File: src/rtl/bcd_conv_arbiter_pkg.sv
// Shared types, constants and helpers for the arbitrated binary-to-BCD converter.
package bcd_pkg;

   typedef enum logic [1:0] {IDLE, ADJ, SHIFT, DONE} state_t;

   localparam int unsigned             DIGIT_W    = 4;
   localparam logic [DIGIT_W-1:0]      ADJ_THRESH = DIGIT_W'(5);
   localparam logic [DIGIT_W-1:0]      ADJ_ADD    = DIGIT_W'(3);
   localparam int unsigned             BCD_MAX_W  = 256;

   typedef logic [BCD_MAX_W-1:0] bcd_vec_t;

   function automatic int unsigned clog2(input int unsigned v);
      int unsigned r;
      int unsigned p;
      r = 0;
      p = 1;
      while (p < v) begin
         p = p << 1;
         r++;
      end
      return r;
   endfunction

   // Digits that are still zero stay zero, so callers may zero-extend into the wide vector.
   function automatic bcd_vec_t digit_adjust(input bcd_vec_t v);
      bcd_vec_t r;
      r = v;
      for (int unsigned d = 0; d < BCD_MAX_W / DIGIT_W; d++) begin
         if (v[d*DIGIT_W +: DIGIT_W] >= ADJ_THRESH)
            r[d*DIGIT_W +: DIGIT_W] = v[d*DIGIT_W +: DIGIT_W] + ADJ_ADD;
      end
      return r;
   endfunction

   function automatic bit digits_cover(input int unsigned data_w, input int unsigned digits);
      logic [BCD_MAX_W:0] p10;
      logic [BCD_MAX_W:0] p2;
      if (digits * DIGIT_W > BCD_MAX_W || data_w >= BCD_MAX_W)
         return 1'b0;
      p10 = (BCD_MAX_W+1)'(1);
      for (int unsigned i = 0; i < digits; i++)
         p10 = p10 * (BCD_MAX_W+1)'(10);
      p2 = '0;
      p2[data_w] = 1'b1;
      return p10 > p2;
   endfunction

endpackage

File: src/rtl/bcd_conv_arbiter_if.sv
// Request/response bundle between requesters, the shared converter and the result consumer.
interface bcd_conv_arbiter_if
   import bcd_pkg::*;
#(
   parameter int unsigned NUM_REQ = 4,
   parameter int unsigned DATA_W  = 30,
   parameter int unsigned DIGITS  = 10
);
   localparam int unsigned ID_W = clog2(NUM_REQ);

   logic [NUM_REQ-1:0]        req_valid;
   logic [NUM_REQ*DATA_W-1:0] req_data;
   logic [NUM_REQ-1:0]        req_ready;
   logic                      rsp_valid;
   logic                      rsp_ready;
   logic [ID_W-1:0]           rsp_id;
   logic [DIGITS*DIGIT_W-1:0] rsp_bcd;
   logic                      busy;

   modport master (
      output req_valid, req_data, rsp_ready,
      input  req_ready, rsp_valid, rsp_id, rsp_bcd, busy
   );

   modport slave (
      input  req_valid, req_data, rsp_ready,
      output req_ready, rsp_valid, rsp_id, rsp_bcd, busy
   );

endinterface

File: src/rtl/bcd_conv_arbiter_rr_pick.sv
// Combinational round-robin picker: first valid requester after ptr_i, wrapping.
module bcd_rr_pick
   import bcd_pkg::*;
#(
   parameter int unsigned NUM_REQ = 4,
   parameter int unsigned ID_W    = clog2(NUM_REQ)
) (
   input  logic [NUM_REQ-1:0] valid_i,
   input  logic [ID_W-1:0]    ptr_i,
   output logic [NUM_REQ-1:0] grant_o,
   output logic [ID_W-1:0]    idx_o
);

   logic            found;
   logic [ID_W-1:0] cand;

   always_comb begin
      grant_o = '0;
      idx_o   = '0;
      found   = 1'b0;
      cand    = '0;
      for (int unsigned k = 1; k <= NUM_REQ; k++) begin
         cand = ID_W'((32'(ptr_i) + k) % NUM_REQ);
         if (!found && valid_i[cand]) begin
            found         = 1'b1;
            grant_o[cand] = 1'b1;
            idx_o         = cand;
         end
      end
   end

endmodule

File: src/rtl/bcd_conv_arbiter.sv
// Shares one iterative shift-add-3 binary-to-BCD datapath among NUM_REQ round-robin requesters.
module bcd_conv_arbiter
   import bcd_pkg::*;
#(
   parameter int unsigned NUM_REQ = 4,
   parameter int unsigned DATA_W  = 30,
   parameter int unsigned DIGITS  = 10
) (
   input  logic               sys_clk,
   input  logic               sys_rst_n,
   bcd_conv_arbiter_if.slave  bus
);

   localparam int unsigned ID_W  = clog2(NUM_REQ);
   localparam int unsigned BCD_W = DIGITS * DIGIT_W;
   localparam int unsigned SR_W  = BCD_W + DATA_W;
   localparam int unsigned CNT_W = clog2(DATA_W + 1);

   if (NUM_REQ < 2) begin : g_chk_req
      $error("NUM_REQ must be at least 2");
   end
   if (!digits_cover(DATA_W, DIGITS)) begin : g_chk_digits
      $error("DIGITS cannot represent every DATA_W-bit operand");
   end

   state_t             state_q, state_d;
   logic [SR_W-1:0]    sr_q, sr_d;
   logic [ID_W-1:0]    id_q, id_d;
   logic [ID_W-1:0]    ptr_q, ptr_d;
   logic [CNT_W-1:0]   cnt_q, cnt_d;

   logic [NUM_REQ-1:0] grant;
   logic [ID_W-1:0]    grant_idx;
   logic               accept;
   logic [DATA_W-1:0]  sel_data;
   logic [BCD_W-1:0]   adj_bcd;

   bcd_rr_pick #(
      .NUM_REQ (NUM_REQ),
      .ID_W    (ID_W)
   ) u_pick (
      .valid_i (bus.req_valid),
      .ptr_i   (ptr_q),
      .grant_o (grant),
      .idx_o   (grant_idx)
   );

   always_comb begin
      accept   = (state_q == IDLE) && (|grant);
      sel_data = '0;
      for (int unsigned i = 0; i < NUM_REQ; i++) begin
         if (grant[i])
            sel_data = bus.req_data[i*DATA_W +: DATA_W];
      end
      adj_bcd = BCD_W'(digit_adjust(bcd_vec_t'(sr_q[SR_W-1 -: BCD_W])));
   end

   always_ff @(posedge sys_clk) begin
      if (!sys_rst_n) begin
         state_q <= IDLE;
         sr_q    <= '0;
         id_q    <= '0;
         ptr_q   <= ID_W'(NUM_REQ - 1);
         cnt_q   <= '0;
      end else begin
         state_q <= state_d;
         sr_q    <= sr_d;
         id_q    <= id_d;
         ptr_q   <= ptr_d;
         cnt_q   <= cnt_d;
      end
   end

   always_comb begin
      state_d = state_q;
      sr_d    = sr_q;
      id_d    = id_q;
      ptr_d   = ptr_q;
      cnt_d   = cnt_q;
      unique case (state_q)
         IDLE: begin
            if (accept) begin
               sr_d    = {{BCD_W{1'b0}}, sel_data};
               id_d    = grant_idx;
               ptr_d   = grant_idx;
               cnt_d   = '0;
               state_d = ADJ;
            end
         end
         ADJ: begin
            sr_d    = {adj_bcd, sr_q[DATA_W-1:0]};
            state_d = SHIFT;
         end
         SHIFT: begin
            sr_d    = sr_q << 1;
            cnt_d   = cnt_q + CNT_W'(1);
            state_d = (cnt_d == CNT_W'(DATA_W)) ? DONE : ADJ;
         end
         DONE: begin
            if (bus.rsp_ready)
               state_d = IDLE;
         end
         default: state_d = IDLE;
      endcase
   end

   // After DATA_W shifts the operand has moved entirely into the BCD field, which stays frozen in DONE.
   always_comb begin
      bus.req_ready = (state_q == IDLE) ? grant : '0;
      bus.rsp_valid = (state_q == DONE);
      bus.rsp_bcd   = sr_q[SR_W-1 -: BCD_W];
      bus.rsp_id    = id_q;
      bus.busy      = (state_q != IDLE);
   end

endmodule
File: src/flat_wrapper.sv
// flat-port wrapper written by rule: the top's interface ports become plain ports
module bcd_conv_arbiter_flat import bcd_pkg::*;
#(
   parameter int unsigned NUM_REQ = 4,
   parameter int unsigned DATA_W  = 30,
   parameter int unsigned DIGITS  = 10
)
  (sys_clk, sys_rst_n, bus_req_valid, bus_req_data, bus_rsp_ready, bus_req_ready, bus_rsp_valid, bus_rsp_id, bus_rsp_bcd, bus_busy);
  bcd_conv_arbiter_if #(.NUM_REQ(NUM_REQ), .DATA_W(DATA_W), .DIGITS(DIGITS)) bus_i ();
  input  logic sys_clk;
  input  logic sys_rst_n;
  input wire logic [$bits(bus_i.req_valid)-1:0] bus_req_valid;
  input wire logic [$bits(bus_i.req_data)-1:0] bus_req_data;
  input wire logic [$bits(bus_i.rsp_ready)-1:0] bus_rsp_ready;
  output wire logic [$bits(bus_i.req_ready)-1:0] bus_req_ready;
  output wire logic [$bits(bus_i.rsp_valid)-1:0] bus_rsp_valid;
  output wire logic [$bits(bus_i.rsp_id)-1:0] bus_rsp_id;
  output wire logic [$bits(bus_i.rsp_bcd)-1:0] bus_rsp_bcd;
  output wire logic [$bits(bus_i.busy)-1:0] bus_busy;
  assign bus_i.req_valid = bus_req_valid;
  assign bus_i.req_data = bus_req_data;
  assign bus_i.rsp_ready = bus_rsp_ready;
  assign bus_req_ready = bus_i.req_ready;
  assign bus_rsp_valid = bus_i.rsp_valid;
  assign bus_rsp_id = bus_i.rsp_id;
  assign bus_rsp_bcd = bus_i.rsp_bcd;
  assign bus_busy = bus_i.busy;
  bcd_conv_arbiter #(.NUM_REQ(NUM_REQ), .DATA_W(DATA_W), .DIGITS(DIGITS)) u_core (.sys_clk(sys_clk), .sys_rst_n(sys_rst_n), .bus(bus_i));
endmodule
File: config.mk
export PLATFORM = sky130hd
export DESIGN_NAME = bcd_conv_arbiter_flat
export DESIGN_NICKNAME = d
export VERILOG_FILES = /design/src/rtl/bcd_conv_arbiter_pkg.sv /design/src/rtl/bcd_conv_arbiter_if.sv /design/src/rtl/bcd_conv_arbiter_rr_pick.sv /design/src/rtl/bcd_conv_arbiter.sv /design/src/flat_wrapper.sv
export SDC_FILE = /design/constraint.sdc
export NUM_CORES = 1
export LEC_CHECK = 0
export ABC_AREA = 1
export BUFFER_PORTS_ARGS = -buffer_cell sky130_fd_sc_hd__buf_2
export CAP_MARGIN = 20
export CORE_ASPECT_RATIO = 0.6
export CORE_MARGIN = 2
export CORE_UTILIZATION = 50
export CTS_BUF_LIST = sky130_fd_sc_hd__clkbuf_2 sky130_fd_sc_hd__clkbuf_4 sky130_fd_sc_hd__clkbuf_8
export DETAILED_ROUTE_END_ITERATION = 10
export PLACE_DENSITY_LB_ADDON = 0.05
export SLEW_MARGIN = 30
export SYNTH_ARGS = -nofsm -noshare
export SYNTH_HDL_FRONTEND = slang
export SYNTH_SLANG_ARGS = --single-unit
File: constraint.sdc
create_clock -name sys_clk -period 2.4 [get_ports sys_clk]
set_clock_uncertainty 0.05 [all_clocks]
set_input_delay 0.24 -clock sys_clk [delete_from_list [all_inputs] [get_ports sys_clk]]
set_output_delay 0.24 -clock sys_clk [all_outputs]
set_load 0.005 [all_outputs]
# After elaboration in Yosys (flattened, before gate mapping)
# Cells that the tools add are included.
[word_totals]
in_bits = 127
out_inout_bits = 48
reg_bits = 81
[op_classes]
magnitude_cmp = 18
n_mux = 50
n_reduce_logical = 30
eq_ne = 16
bitwise = 4
addsub = 15
[ops]
columns = ["operator", "n"]
rows = [
  ["case mux 70 bit (3 select lines)", 1],
  ["2-to-1 mux 30 bit", 4],
  ["2-to-1 mux 70 bit", 1],
  ["2-to-1 mux 4 bit", 15],
  ["adder 4 x 2 -> 4 bit (second input constant)", 10],
  [">= comparator 4 x 3 -> 1 bit (second input constant)", 10],
  ["AND reduction 3 bit", 11],
  ["!= test 2 x 1 -> 1 bit (second input constant)", 11],
  ["2-to-1 mux 2 bit", 7],
  ["less-than comparator 2 x 3 -> 1 bit (second input constant)", 4],
  ["OR 4 bit", 3],
  ["2-to-1 mux 1 bit", 11],
  ["case mux 5 bit (2 select lines)", 1],
  ["binary-select mux 1 bit (select 2 bit)", 4],
  ["demux 1 bit (select 2 bit)", 4],
  [">= comparator 2 x 1 -> 1 bit (second input constant)", 4],
  ["logical AND 1 bit", 8],
  ["case mux 2 bit (4 select lines)", 1],
  ["AND reduction 2 bit", 3],
  ["adder 5 x 1 -> 5 bit (second input constant)", 1],
  ["== test 5 bit (second input constant)", 1],
  ["2-to-1 mux 5 bit", 1],
  ["adder 2 x 1 -> 2 bit (second input constant)", 2],
  ["adder 2 bit (second input constant)", 2],
  ["other kinds (9)", 13],
]

# Depth between registers and ports, before layout
[depth]
ltp_word = 19
mapped_depth = 16

# By module
# Synthesis repeated with hierarchy kept, for this count alone.
[unflattened]
hier_cells = 1033
hier_area_um2 = 6399.9
[by_module_without_submodules]
columns = ["mod", "area_each_um2", "cells_per_inst", "n_inst", "seq_area_each_um2"]
rows = [
  ["bcd_conv_arbiter", 5864.4, 948, 1, 1621.6],
  ["bcd_rr_pick", 535.5, 85, 1, 0.0],
]

# Worst setup path after synthesis
# No wires, ideal clock.
[synth_path]
path_kind = "register to register"
from = "register u_core.ptr_q[0]"
to = "register u_core.cnt_q[0]"
period_less_slack_ps = 2464
stages_incl_launch_ff = 15
slack_ps = -64
t_arrival_ps = 2299
t_required_ps = 2235
cell_sequence = "dfxtp_1 -> inv_2 -> ha_1 -> inv_1 -> nand3_2 -> nand2_4 -> nor2_2 -> a21oi_1 -> nand3_1 -> nor2_2 -> nand3_2 -> buf_6 -> buf_6 -> a21oi_1 -> nor2_1"
[synth_between]
elab_chain_cells = 17
[synth_rtl]
columns = ["item", "line_no", "rtl"]
rows = [
  ["start: declaration", "bcd_conv_arbiter.sv:29", "logic [ID_W-1:0] ptr_q, ptr_d;"],
  ["start signal: assignment", "bcd_conv_arbiter.sv:63", "ptr_q <= ID_W'(NUM_REQ - 1);"],
  ["start signal: assignment", "bcd_conv_arbiter.sv:69", "ptr_q <= ptr_d;"],
  ["branches (longest 12 deep; another with less-than comparator 2 x 3 -> 1 bit)", "--", ""],
  ["2-to-1 mux 4 bit (*)", "bcd_conv_arbiter_rr_pick.sv:24", "if (!found && valid_i[cand]) begin"],
  ["OR reduction 4 bit (*)", "bcd_conv_arbiter.sv:49", "accept = (state_q == IDLE) && (|grant);"],
  ["logical AND 1 bit (*)", "bcd_conv_arbiter.sv:49", ""],
  ["!= test 2 x 1 -> 1 bit (no line) (*)", "--", ""],
  ["AND reduction 2 bit (no line) (*)", "--", ""],
  ["end signal: assignment", "bcd_conv_arbiter.sv:70", "cnt_q <= cnt_d;"],
  ["end: declaration", "bcd_conv_arbiter.sv:30", "logic [CNT_W-1:0] cnt_q, cnt_d;"],
]
# Every way passes the cells marked *. The select of a mux whose other input is x is not followed.
# A chain may end at the register's enable or synchronous reset.

# Worst setup path after layout
[layout_path]
from = "register u_core.ptr_q[0]"
to = "output port bus_req_ready[1]"
[layout_between]
elab_chain_cells = 14
[layout_rtl]
columns = ["item", "line_no", "rtl"]
rows = [
  ["branches (longest 12 deep; another with less-than comparator 2 x 3 -> 1 bit)", "--", ""],
  ["2-to-1 mux 4 bit (*)", "bcd_conv_arbiter_rr_pick.sv:24", ""],
  ["2-to-1 mux 4 bit (*)", "bcd_conv_arbiter.sv:109", "bus.req_ready = (state_q == IDLE) ? grant : '0;"],
  ["end: declaration", "flat_wrapper.sv:15", "output wire logic [$bits(bus_i.req_ready)-1:0] bus_req_ready;"],
]
# Marked as above.

==> impl_metrics.json <==
{
  "status": "finished, violations left",
  "violations": "setup timing",
  "synthTopCellsByCount": "337 x nand2_1, 164 x inv_1, 159 x nor2_1",
  "synth_cells": 1191,
  "synth.top_cell.area_share": 0.235,
  "synthToLayoutAreaGrowth_pct": 26.9,
  "slew_viol_final": 0,
  "final_area_um2": 8750,
  "maxClockFrequency_ghz": 0.400,
  "postCtsHoldBufs": 0,
  "synth_warnings": 0,
  "period_needed_ns": 2.50,
  "synthFlopType": "dfxtp_1",
  "diodes": 0,
  "critPathSlowestCell": "dfxtp_2",
  "min_to": "u_core.sr_q[0]",
  "yosysMostFrequentCell": "nand2_1",
  "clock_latency_ns": 0.37,
  "nets": 1502,
  "cp-end-kind": "output pin",
  "crit_fanout": 6,
  "r2r_start": "u_core.ptr_q[0]",
  "cp.arrival_ns": 2.21,
  "start_util": 0.509,
  "gp_congestion": 0.948,
  "worstMarginPinSlew_ns": 0.465,
  "netlist_area_um2": 6900,
  "r2r_cells": 15,
  "rsz0062_at_grt": "yes",
  "tns_ns": -0.648,
  "grt_pass1_vias": 6772,
  "grt_pass1_wl_um": 32900,
  "crit_type": "register to output pin",
  "startpoint_type": "register",
  "io_pins": 175,
  "grt_max_degree": 53,
  "die_x_um": 156,
  "yosys.area.top_type": "dfxtp_1",
  "antenna_left": 0,
  "relSlewSlack": 0.690,
  "wire_per_inst_um": 13.7,
  "crit_chain": "inv_2, ha_4, inv_4, nand3_4, nand2_4, nor2_4, buf_6, nand4_1, nand3_2, buf_6, buf_6, nand2_2, inv_1, buf_2",
  "portBuffers": 174,
  "antenna_found_initial": 0,
  "clockBufferDepth": 2,
  "setup_viol": 26,
  "worstHoldStart": "bus_req_data[60]",
  "async_flop_share": 0,
  "hold_violations": 0,
  "yosysSeqAreaShare": 0.235,
  "layoutNonFillerInstCount": 1521,
  "numCtsBuffers": 9,
  "ys_seq_elements": 81,
  "whs_path_depth": 5,
  "fp-row-count": 33,
  "avgSynthCellArea_um2": 5.79,
  "drt_first_pass_iters": 5,
  "crit_required_ns": 2.11,
  "synth_edf_count": 0,
  "drt_iter0_drc": 442,
  "synthTopCellsByArea": "dfxtp_1 24%, nand2_1 18%, inv_1 8.9%",
  "r2r_end": "u_core.sr_q[58]",
  "grt_usage": 0.276,
  "syn_nets": 1352,
  "drc": 0,
  "vias": 7768,
  "path_delay_family": "simple AND/OR/NAND/NOR gates",
  "dieHeight_um": 95.0,
  "finalCritPeriodShare": 1.04,
  "drive_above_1_share": 0.280,
  "setup_ws_ns": -0.0973,
  "htreeDepth": 3,
  "synth_cell_type_count": 33,
  "path_clk_slew_ns": 0.09,
  "dpl.cell_count": 1483,
  "maxCapViolCount": 0,
  "cpMostUsedCell": "buf_6",
  "worst_hold_path_type": "primary input to register",
  "dieArea_um2": 14800,
  "wirelength_um": 20900,
  "cp_slowest_stage_delay_ns": 0.34,
  "critPathBufInv": 7,
  "place_ws_ns": -0.0476,
  "dpl-instance-area_um2": 7800,
  "nFillCells": 1312,
  "dp_hpwl_um": 14600,
  "core_region_area_um2": 13500,
  "root_buffer": "clkbuf_8",
  "overflow": 0,
  "routed_via_density": 5.11,
  "numClockSinks": 81,
  "ff2ff_setup_slack_ns": -0.05,
  "cts_tree": "yes"
}
==> registers in the layout, indices dropped and copies added (netlist names) <==
register / count
u_core.sr_q: 70
u_core.cnt_q: 5
u_core.bus.rsp_id: 2
u_core.ptr_q: 2
u_core.state_q: 2
==> kinds of logic after synthesis <==
| kind of cell | Yosys count | synth area share |
|---|---|---|
| DFF | 81 | 0.235 |
| adders and majority gates | 34 | 0.0617 |
| buffers and inverters | 277 | 0.179 |
| and+or+nand+nor | 589 | 0.353 |
| AOI/OAI and AO/OA | 205 | 0.165 |
| xor gates and xnor gates | 5 | 0.00635 |
==> repair_timing <==
item,4_1_cts,5_1_grt
buffers inserted,9,10
pin swaps,4,48
endpoints found under the hold margin,0,0
setup endpoints to repair,38,79
gates resized for setup,25,123
gates cloned,1,4
==> layout make-up <==
| cell class | instances | area, um^2 | share of cell area |
|---|---|---|---|
| sequential | 81 | 1620 | 0.186 |
| timing repair buffer | 239 | 1620 | 0.185 |
| multi-input combinational | 833 | 4400 | 0.502 |
| inverter | 177 | 677 | 0.0773 |
| clock inverter | 5 | 62.6 | 0.00715 |
| tap | 175 | 219 | 0.0250 |
| clock buffer | 11 | 151 | 0.0173 |
==> metrics by stage <==
step,util,hold WS (ns)
after floorplan,-,0.407
after global routing,0.646,0.206
after CTS,0.607,0.172
final,0.646,0.192
after global placement,0.576,0.410
after detailed placement,0.576,0.415
==> layout by cell type (no fill, tap or decap), types with 10 or more instances in the layout <==
cell type,n
a21oi_1,79
a21oi_2,36
buf_12,10
buf_2,174
buf_4,36
buf_6,13
clkbuf_8,11
dfxtp_1,79
ha_1,33
inv_1,160
inv_2,13
nand2_1,301
nand2_2,40
nand3_1,19
nand4_1,37
nor2_1,159
o21ai_0,31
o22ai_1,26
==> per-layer routing <==
metal	up-vias	share of wire	GRT usage	wire, um
li1	4021	-	-	-
met4	0	0.011	0.0512	221
met2	256	0.41	0.411	8510
met1	3469	0.51	0.418	10700
met5	-	0	0	0
met3	22	0.070	0.0454	1460
==> worst max-delay path by stage <==
stage | from | to | slack, ns | cells past startpoint
finish | u_core.ptr_q[0] | bus_req_ready[1] | -0.1 | 14
global route | u_core.ptr_q[1] | bus_req_ready[1] | -0.20 | 14
floorplan | u_core.ptr_q[0] | u_core.cnt_q[0] | 0.05 | 14
detailed placement | u_core.ptr_q[0] | u_core.sr_q[26] | -0.05 | 16
CTS | u_core.ptr_q[0] | bus_req_ready[1] | -0.008 | 14
global placement | u_core.ptr_q[0] | u_core.sr_q[26] | 0.0001 | 15
==> worst min-delay path: stages <==
cell	delay (ns)
buf_2	0.08
a21oi_1	0.05
nand2_1	0.08
a21oi_1	0.06
nor2_1	0.07
Power is left out: the tool's default activity adds up to more than one toggle a clock period on the data nets, which glitch-free logic cannot reach.
